<file path="src/rtl/frame_rx_if.sv">
// frame_rx_if: serial line and received-frame signals of the frame receiver.
//   en, data_in          line side: bit-sample strobe and serial data
//   data_out, data_vld   received payload and its one-cycle update strobe
//   parity_err           parity result, meaningful while data_vld is high
//   locked, frame_cnt    lock indicator and saturating good-frame count
// master: the side that drives the line and observes the results.
// slave:  the receiver.
interface frame_rx_if #(
  parameter int DATA_W = 32
);
  logic              en;
  logic              data_in;
  logic [DATA_W-1:0] data_out;
  logic              data_vld;
  logic              parity_err;
  logic              locked;
  logic [15:0]       frame_cnt;

  modport master (
    output en, data_in,
    input  data_out, data_vld, parity_err, locked, frame_cnt
  );

  modport slave (
    input  en, data_in,
    output data_out, data_vld, parity_err, locked, frame_cnt
  );
endinterface

</file>
<file path="src/rtl/frame_rx.sv">
// frame_rx: serial frame receiver on the bit-clock domain.
// Hunts the line for a sync pattern, then shifts in one DATA_W-bit payload
// (MSB first) and a parity bit. The payload is presented with a one-cycle
// valid strobe and a parity-error flag; a lock indicator and a saturating
// good-frame count are kept for the self-test logic.
// Ports:
//   clk   bit clock, all logic on the rising edge
//   rst   asynchronous, active-high reset
//   bus   frame_rx_if.slave (en, data_in in; data_out, data_vld,
//         parity_err, locked, frame_cnt out)
//
// state | meaning
// HUNT  | sliding-window search for SYNC_PAT on en strobes
// DATA  | shifting in payload bits, bit_cnt counts 0..DATA_W-1
// PAR   | sampling the parity bit, publishing the frame
module frame_rx #(
  parameter int              DATA_W   = 32,
  parameter int              SYNC_W   = 8,
  parameter logic [SYNC_W-1:0] SYNC_PAT = 8'hA5,
  parameter bit              PAR_ODD  = 1'b0
) (
  input logic        clk,
  input logic        rst,
  frame_rx_if.slave  bus
);

  localparam int                CNT_W    = $clog2(DATA_W);
  localparam logic [CNT_W-1:0]  LAST_BIT = CNT_W'(DATA_W - 1);

  typedef enum logic [1:0] {
    HUNT = 2'd0,
    DATA = 2'd1,
    PAR  = 2'd2
  } state_t;

  state_t              state_q, state_d;
  // Only the newest SYNC_W-1 bits are needed; the incoming bit completes
  // the window.
  logic [SYNC_W-2:0]   sync_q, sync_d;
  logic [DATA_W-1:0]   shift_q, shift_d;
  logic [CNT_W-1:0]    bit_cnt_q, bit_cnt_d;
  logic [DATA_W-1:0]   data_out_q, data_out_d;
  logic                data_vld_q, data_vld_d;
  logic                parity_err_q, parity_err_d;
  logic                locked_q, locked_d;
  logic [15:0]         frame_cnt_q, frame_cnt_d;

  logic [SYNC_W-1:0]   sync_win;
  logic                par_err;

  assign sync_win = {sync_q, bus.data_in};
  assign par_err  = (^{shift_q, bus.data_in}) ^ PAR_ODD;

  always_ff @(posedge clk or posedge rst) begin
    if (rst) begin
      state_q      <= HUNT;
      sync_q       <= '0;
      shift_q      <= '0;
      bit_cnt_q    <= '0;
      data_out_q   <= '0;
      data_vld_q   <= 1'b0;
      parity_err_q <= 1'b0;
      locked_q     <= 1'b0;
      frame_cnt_q  <= '0;
    end else begin
      state_q      <= state_d;
      sync_q       <= sync_d;
      shift_q      <= shift_d;
      bit_cnt_q    <= bit_cnt_d;
      data_out_q   <= data_out_d;
      data_vld_q   <= data_vld_d;
      parity_err_q <= parity_err_d;
      locked_q     <= locked_d;
      frame_cnt_q  <= frame_cnt_d;
    end
  end

  always_comb begin
    state_d      = state_q;
    sync_d       = sync_q;
    shift_d      = shift_q;
    bit_cnt_d    = bit_cnt_q;
    data_out_d   = data_out_q;
    data_vld_d   = 1'b0;   // strobe never stretches, even across en=0
    parity_err_d = parity_err_q;
    locked_d     = locked_q;
    frame_cnt_d  = frame_cnt_q;

    if (bus.en) begin
      case (state_q)
        HUNT: begin
          sync_d = sync_win[SYNC_W-2:0];
          if (sync_win == SYNC_PAT) begin
            state_d   = DATA;
            bit_cnt_d = '0;
          end
        end
        DATA: begin
          shift_d   = {shift_q[DATA_W-2:0], bus.data_in};
          bit_cnt_d = bit_cnt_q + CNT_W'(1);
          if (bit_cnt_q == LAST_BIT) begin
            state_d = PAR;
          end
        end
        PAR: begin
          data_out_d   = shift_q;
          parity_err_d = par_err;
          data_vld_d   = 1'b1;
          if (par_err) begin
            locked_d = 1'b0;
          end else begin
            locked_d = 1'b1;
            if (frame_cnt_q != 16'hFFFF) begin
              frame_cnt_d = frame_cnt_q + 16'd1;
            end
          end
          // Every frame needs a complete fresh sync pattern.
          sync_d    = '0;
          bit_cnt_d = '0;
          state_d   = HUNT;
        end
        default: begin
          state_d = HUNT;
          sync_d  = '0;
        end
      endcase
    end
  end

  assign bus.data_out   = data_out_q;
  assign bus.data_vld   = data_vld_q;
  assign bus.parity_err = parity_err_q;
  assign bus.locked     = locked_q;
  assign bus.frame_cnt  = frame_cnt_q;

endmodule

</file>
<file path="src/flat_wrapper.sv">
// flat-port wrapper written by rule: the top's interface ports become plain ports
module frame_rx_flat 
#(
  parameter int              DATA_W   = 32,
  parameter int              SYNC_W   = 8,
  parameter logic [SYNC_W-1:0] SYNC_PAT = 8'hA5,
  parameter bit              PAR_ODD  = 1'b0
)
  (clk, rst, bus_en, bus_data_in, bus_data_out, bus_data_vld, bus_parity_err, bus_locked, bus_frame_cnt);
  frame_rx_if #(.DATA_W(DATA_W)) bus_i ();
  input logic clk;
  input logic rst;
  input wire logic [$bits(bus_i.en)-1:0] bus_en;
  input wire logic [$bits(bus_i.data_in)-1:0] bus_data_in;
  output wire logic [$bits(bus_i.data_out)-1:0] bus_data_out;
  output wire logic [$bits(bus_i.data_vld)-1:0] bus_data_vld;
  output wire logic [$bits(bus_i.parity_err)-1:0] bus_parity_err;
  output wire logic [$bits(bus_i.locked)-1:0] bus_locked;
  output wire logic [$bits(bus_i.frame_cnt)-1:0] bus_frame_cnt;
  assign bus_i.en = bus_en;
  assign bus_i.data_in = bus_data_in;
  assign bus_data_out = bus_i.data_out;
  assign bus_data_vld = bus_i.data_vld;
  assign bus_parity_err = bus_i.parity_err;
  assign bus_locked = bus_i.locked;
  assign bus_frame_cnt = bus_i.frame_cnt;
  frame_rx #(.DATA_W(DATA_W), .SYNC_W(SYNC_W), .SYNC_PAT(SYNC_PAT), .PAR_ODD(PAR_ODD)) u_core (.clk(clk), .rst(rst), .bus(bus_i));
endmodule
</file>
<file path="config.mk">
export PLATFORM = sky130hd
export DESIGN_NAME = frame_rx_flat
export DESIGN_NICKNAME = d
export VERILOG_FILES = /design/src/rtl/frame_rx_if.sv /design/src/rtl/frame_rx.sv /design/src/flat_wrapper.sv
export SDC_FILE = /design/constraint.sdc
export NUM_CORES = 1
export LEC_CHECK = 0
export ABC_AREA = 0
export BUFFER_PORTS_ARGS = -buffer_cell sky130_fd_sc_hd__buf_2
export CAP_MARGIN = 20
export CORE_MARGIN = 4
export CORE_UTILIZATION = 39
export CTS_CLUSTER_DIAMETER = 30
export DETAILED_ROUTE_END_ITERATION = 7
export PLACE_DENSITY = 0.67
export SKIP_CTS_REPAIR_TIMING = 1
export SLEW_MARGIN = 10
export SYNTH_ARGS = -nofsm -noshare
export SYNTH_HDL_FRONTEND = slang
export SYNTH_SLANG_ARGS = --single-unit
</file>
<file path="constraint.sdc">
create_clock -name clk -period 3.69 [get_ports clk]
set_input_delay 0.1845 -clock clk [delete_from_list [all_inputs] [get_ports clk]]
set_output_delay 0.1845 -clock clk [all_outputs]
set_load 0.1 [all_outputs]
</file>
* Word level (Yosys, flattened, before mapping)
Index checks and enable logic that the tools add are counted.
** Storage, ports and cells
- Bits in registers :: 97
- Bits of input ports :: 4
- Output and inout port bits :: 51
- Word-level logic and storage cells :: 38
** Cells by class
- $add $sub $neg :: 2
- Eq/ne operators :: 7
- Muxes and demuxes :: 9
- Bitwise gates (word level) :: 2
- Reduce and logical (&&, ||, !) cells :: 9
** Operator list (count)
- XOR reduction 33 bit :: 1
- adder 16 x 1 -> 16 bit (second input constant) :: 1
- inequality test 16 bit (second input constant) :: 1
- case mux 5 bit (3 select lines) :: 1
- case mux 7 bit (2 select lines) :: 1
- == test 8 bit (second input constant) :: 1
- AND reduction 2 bit :: 3
- AND reduction 3 bit :: 2
- adder 5 x 1 -> 5 bit (second input constant) :: 1
- == test 5 bit (second input constant) :: 1
- 2-to-1 mux 5 bit :: 1
- 2-to-1 mux 2 bit :: 2
- inequality test 2 x 1 -> 1 bit (second input constant) :: 2
- case mux 2 bit (2 select lines) :: 1
- AND reduction 4 bit :: 1
- 2-to-1 mux 1 bit :: 3
- nonzero test 3 bit :: 1
- == test 2 x 1 -> 1 bit (second input constant) :: 1
- == test 2 bit (second input constant) :: 1
- logical NOT 2 bit :: 1
- NOT 1 bit :: 2

* Depth between registers and ports, before layout
- Depth in word-level cells :: 3
- Mapped depth :: 10
- Depth with buffers taken out :: 9

* Worst setup path after synthesis
Ideal clock, no wire load.
- Path kind :: flip-flop to flip-flop
- Start point :: reg u_core.frame_cnt_q[0], in the netlist u_core.bus.frame_cnt[0]
- End point :: reg u_core.frame_cnt_q[14], in the netlist u_core.bus.frame_cnt[14]
- Setup time :: 0.164 ns
- Arrival :: 2.322 ns
- Data required time :: 3.526 ns
- Path slack :: 1.204 ns
- Stages on the path, launching flop included :: 8
- Path buffers :: 0
- Clock period less this slack :: 2.486 ns
- Cells stage by stage :: dfrtp_1 -> ha_1 -> nand2_1 -> or2_2 -> nor4_1 -> nand2_1 -> mux2i_1 -> xor2_1
** On the way
- Longest elaborated chain between the ends :: 2
- Elaborated cells between the ends (all ways) :: 3
- Classes of those cells :: 1 x add/sub; 1 x eq/ne; 1 x reduce/logical
** Ends and longest elaborated chain
- start: declaration :: line frame_rx.sv:46 : logic [15:0] frame_cnt_q, frame_cnt_d;
- start signal: assignment :: line frame_rx.sv:74 : frame_cnt_q <= frame_cnt_d;
- parallel branches: the longest is 2 deep, another holds adder 16 x 1 -> 16 bit
Parallel ways; which one is timed is not known.
A chain may end at the register's enable or synchronous reset.

* Worst setup path after layout
- Start point :: reg u_core.shift_q[23]
- End point :: reg u_core.frame_cnt_q[1], in the netlist u_core.bus.frame_cnt[1]
** On the way
- Longest elaborated chain between the ends :: 3
** Ends and longest elaborated chain
- start: declaration :: line frame_rx.sv:40 : logic [DATA_W-1:0] shift_q, shift_d;
- start signal: assignment :: line frame_rx.sv:68 : shift_q <= shift_d;
- XOR reduction 33 bit :: line frame_rx.sv:52 : assign par_err = (^{shift_q, bus.data_in}) ^ PAR_ODD;
- NOT 1 bit (no line)
- AND reduction 4 bit (no line)
No other way between the ends.

==> impl_metrics.json <==
{
  "outcome": "complete, no violations",
  "cellPowerDensity_nw_per_um2": 632.4,
  "reg2reg_to": "u_core.bus.frame_cnt[1]$_DFFE_PP0P_",
  "root_buffer": "clkbuf_16",
  "drtAntennaViolNets": 0,
  "path_cells": "xnor2_1 -> xnor2_1 -> xnor2_1 -> xnor3_1 -> mux2i_2 -> mux2_1",
  "grt_util_all_layers_pct": 14.39,
  "pin_count": 55,
  "synthTopCellsByArea": "dfrtp_1 (53%), nand2_1 (11%), mux2_2 (8.8%), xnor2_1 (6.1%), mux2i_1 (3.0%)",
  "fin_skew_ns": 0.008324,
  "fin_nets": 501,
  "start_util_pct": 40.03,
  "synth.top_cell.area_share_pct": 52.66,
  "setup_tns_ns": 0,
  "clk_pin_slew_ns": 0.07,
  "cap_violations": 0,
  "arrival_ns": 2.83,
  "crit_fanout": 12,
  "utilization_pct": 46.06,
  "fmax_ghz": 0.3845,
  "worstPathRequired_ns": 3.92,
  "final_common_cell": "nand2_1",
  "worst_slew_pin_slew_ns": 0.8834,
  "setup_viol": 0,
  "irDropWorstVdd_uv": 593.3,
  "gp_congestion": 0.8149,
  "port_buffers": 54,
  "grt_pass1_wl_mm": 15.38,
  "slowest_stage": "xnor3_1",
  "clock_latency_ns": 0.35,
  "antenna_found_initial": 0,
  "synth_area_per_cell_sq_um": 10.52,
  "die-area_sq_um": 13620,
  "yosysUniqueCellTypes": 38,
  "coreArea_sq_um": 11520,
  "path_buf_inv": 0,
  "synth-seq-cells": 97,
  "drt-vias-per-instance": 4.994,
  "dieHeight_um": 116.7,
  "hp-class": "in -> reg",
  "drive_gt1_share_pct": 23.84,
  "crit_family": "XOR/XNOR gates",
  "r2r_slack_ns": 1.09,
  "gr-total-overflow": 0,
  "critical_path_class": "reg -> reg",
  "fin_crit_ns": 2.601,
  "yosysSeqAreaShare_pct": 52.66,
  "r2r_cells": 6,
  "synth_nets": 449,
  "worstSetupEndpointType": "flip-flop",
  "num_vias": 3186,
  "wl_mm": 9.123,
  "htreeDepth": 3,
  "syn-cell-area_sq_um": 4609,
  "holdPathStages": 3,
  "cpPeakStageDelay_ns": 0.87,
  "num_rows": 39,
  "min_from": "bus_data_in",
  "min_period_over_period_pct": 70.48,
  "grt_max_degree": 41,
  "slew_headroom_pct": 41.04,
  "critPathMostFrequentCell": "xnor2_1",
  "syn_inst": 438,
  "dpl.hpwl_mm": 6.300,
  "die_w_um": 116.7,
  "wl_per_cell_um": 14.30,
  "grt_setup_unrepaired": "no",
  "synth_largest_area_cell": "dfrtp_1",
  "cts_sinks": 97,
  "numCtsBuffers": 9,
  "clockBufferDepth": 2,
  "grt_pass1_vias": 3139,
  "hold_viol": 0,
  "slew_viol_final": 0,
  "drt-pass1-iter-count": 4,
  "yosysWarnings": 0,
  "antenna_cells": 0,
  "cp-start-kind": "flip-flop",
  "drc": 0,
  "final_cell_mix": "nand2_1 (130), dfrtp_1 (97), buf_2 (54)",
  "power.leakage_uw": 0.002788,
  "reg2reg_from": "u_core.shift_q[23]$_DFFE_PP0P_",
  "cts_tree": "built",
  "syn_to_final_growth_pct": 15.07,
  "hold_end": "u_core.sync_q[0]$_DFFE_PP0P_",
  "drt_iter0_drc": 103,
  "fillers": 1108
}
==> cell type report <==
type / count / area, sq um / area share [%]
Tap cell: 143 / 178.9 / 3.373
Clock inverter: 7 / 75.07 / 1.415
Inverter: 6 / 23.77 / 0.4482
Multi-Input combinational cell: 315 / 2048 / 38.62
Clock buffer: 9 / 225.2 / 4.246
Timing Repair Buffer: 61 / 325.3 / 6.134
Sequential cell: 97 / 2427 / 45.77
==> synthesized netlist by cell type, drive strengths merged <==
library cell,number
mux2i,15
nand4,13
clkbuf,8
and3,3
a21oi,5
nor4b,1
a21boi,1
o2111a,1
nor3,4
nor2b,2
xor2,10
inv,6
or3,2
a41oi,1
xor3,1
mux2,37
ha,7
nand3,11
nor4,6
o21ai,12
xnor2,33
nand2b,1
nand2,130
and2,2
and4,2
or2,1
buf,12
dfrtp,97
xnor3,2
nor2,12
==> worst max path at each step <==
stage                                         from  slack [ns]                                   to  cells after the start
detailed placement  u_core.shift_q[23]$_DFFE_PP0P_        1.10  u_core.bus.frame_cnt[1]$_DFFE_PP0P_                      6
global route         u_core.shift_q[8]$_DFFE_PP0P_        0.95  u_core.bus.frame_cnt[1]$_DFFE_PP0P_                      6
finish              u_core.shift_q[23]$_DFFE_PP0P_        1.09  u_core.bus.frame_cnt[1]$_DFFE_PP0P_                      6
global placement     u_core.shift_q[8]$_DFFE_PP0P_        1.17  u_core.bus.frame_cnt[1]$_DFFE_PP0P_                      6
floorplan                                      rst        0.97      u_core.bit_cnt_q[0]$_DFFE_PP0P_                      1
CTS                 u_core.shift_q[23]$_DFFE_PP0P_        1.07  u_core.bus.frame_cnt[1]$_DFFE_PP0P_                      6
==> power by group <==
group | switching (uW) | total (uW) | internal, uW
registers | 90.4 | 1240 | 1150
clock network | 424 | 958 | 533
logic | 572 | 1150 | 582
total | 1090 | 3350 | 2270
==> worst min-delay path: stages <==
cell	delay, ns
buf_2	0.13
nand2_1	0.06
o21ai_0	0.06
==> metrics by stage <==
step	worst slack (ns)	area [sq um]	std cells	power [uW]	hold WS, ns
finish	1.089	5304	638	3354	0.1384
global route	0.9520	5304	638	3463	0.1743
CTS	1.075	5294	637	3383	-0.2040
detailed placement	1.098	4994	621	2427	0.1702
global placement	1.170	4994	621	2400	0.1641
floorplan	0.9718	4609	438	2658	0.3205
==> registers in the layout (all words and copies together), names as in the netlist <==
register,cells
u_core.state_q,2
u_core.shift_q,32
u_core.bus.data_out,32
u_core.bus.parity_err,1
u_core.sync_q,7
u_core.bus.frame_cnt,16
u_core.bit_cnt_q,5
u_core.bus.data_vld,1
u_core.bus.locked,1
==> cell families (layout without fill, tap and decap cells) <==
| family | count (synthesis) | in the layout | share of synthesized area (%) |
|---|---|---|---|
| mux | 52 | 52 | 12.38 |
| compound gates | 20 | 20 | 2.443 |
| buf+inv | 26 | 83 | 2.904 |
| xor+xnor | 46 | 46 | 9.853 |
| fa+ha+maj | 7 | 7 | 1.900 |
| simple gates | 190 | 190 | 17.86 |
| flops | 97 | 97 | 52.66 |
==> per-layer routing <==
| layer | GRT usage [%] | routed length (um) | share of wire, % | vias up |
|---|---|---|---|---|
| li1 | - | - | - | 1566 |
| met1 | 19.30 | 4268 | 47 | 1548 |
| met2 | 22.68 | 4331 | 47 | 60 |
| met3 | 2.332 | 347 | 3.8 | 12 |
| met4 | 7.110 | 175 | 1.9 | 0 |
| met5 | 0 | 0 | 0 | - |
Note: power is estimated with default switching activity, not from simulation.
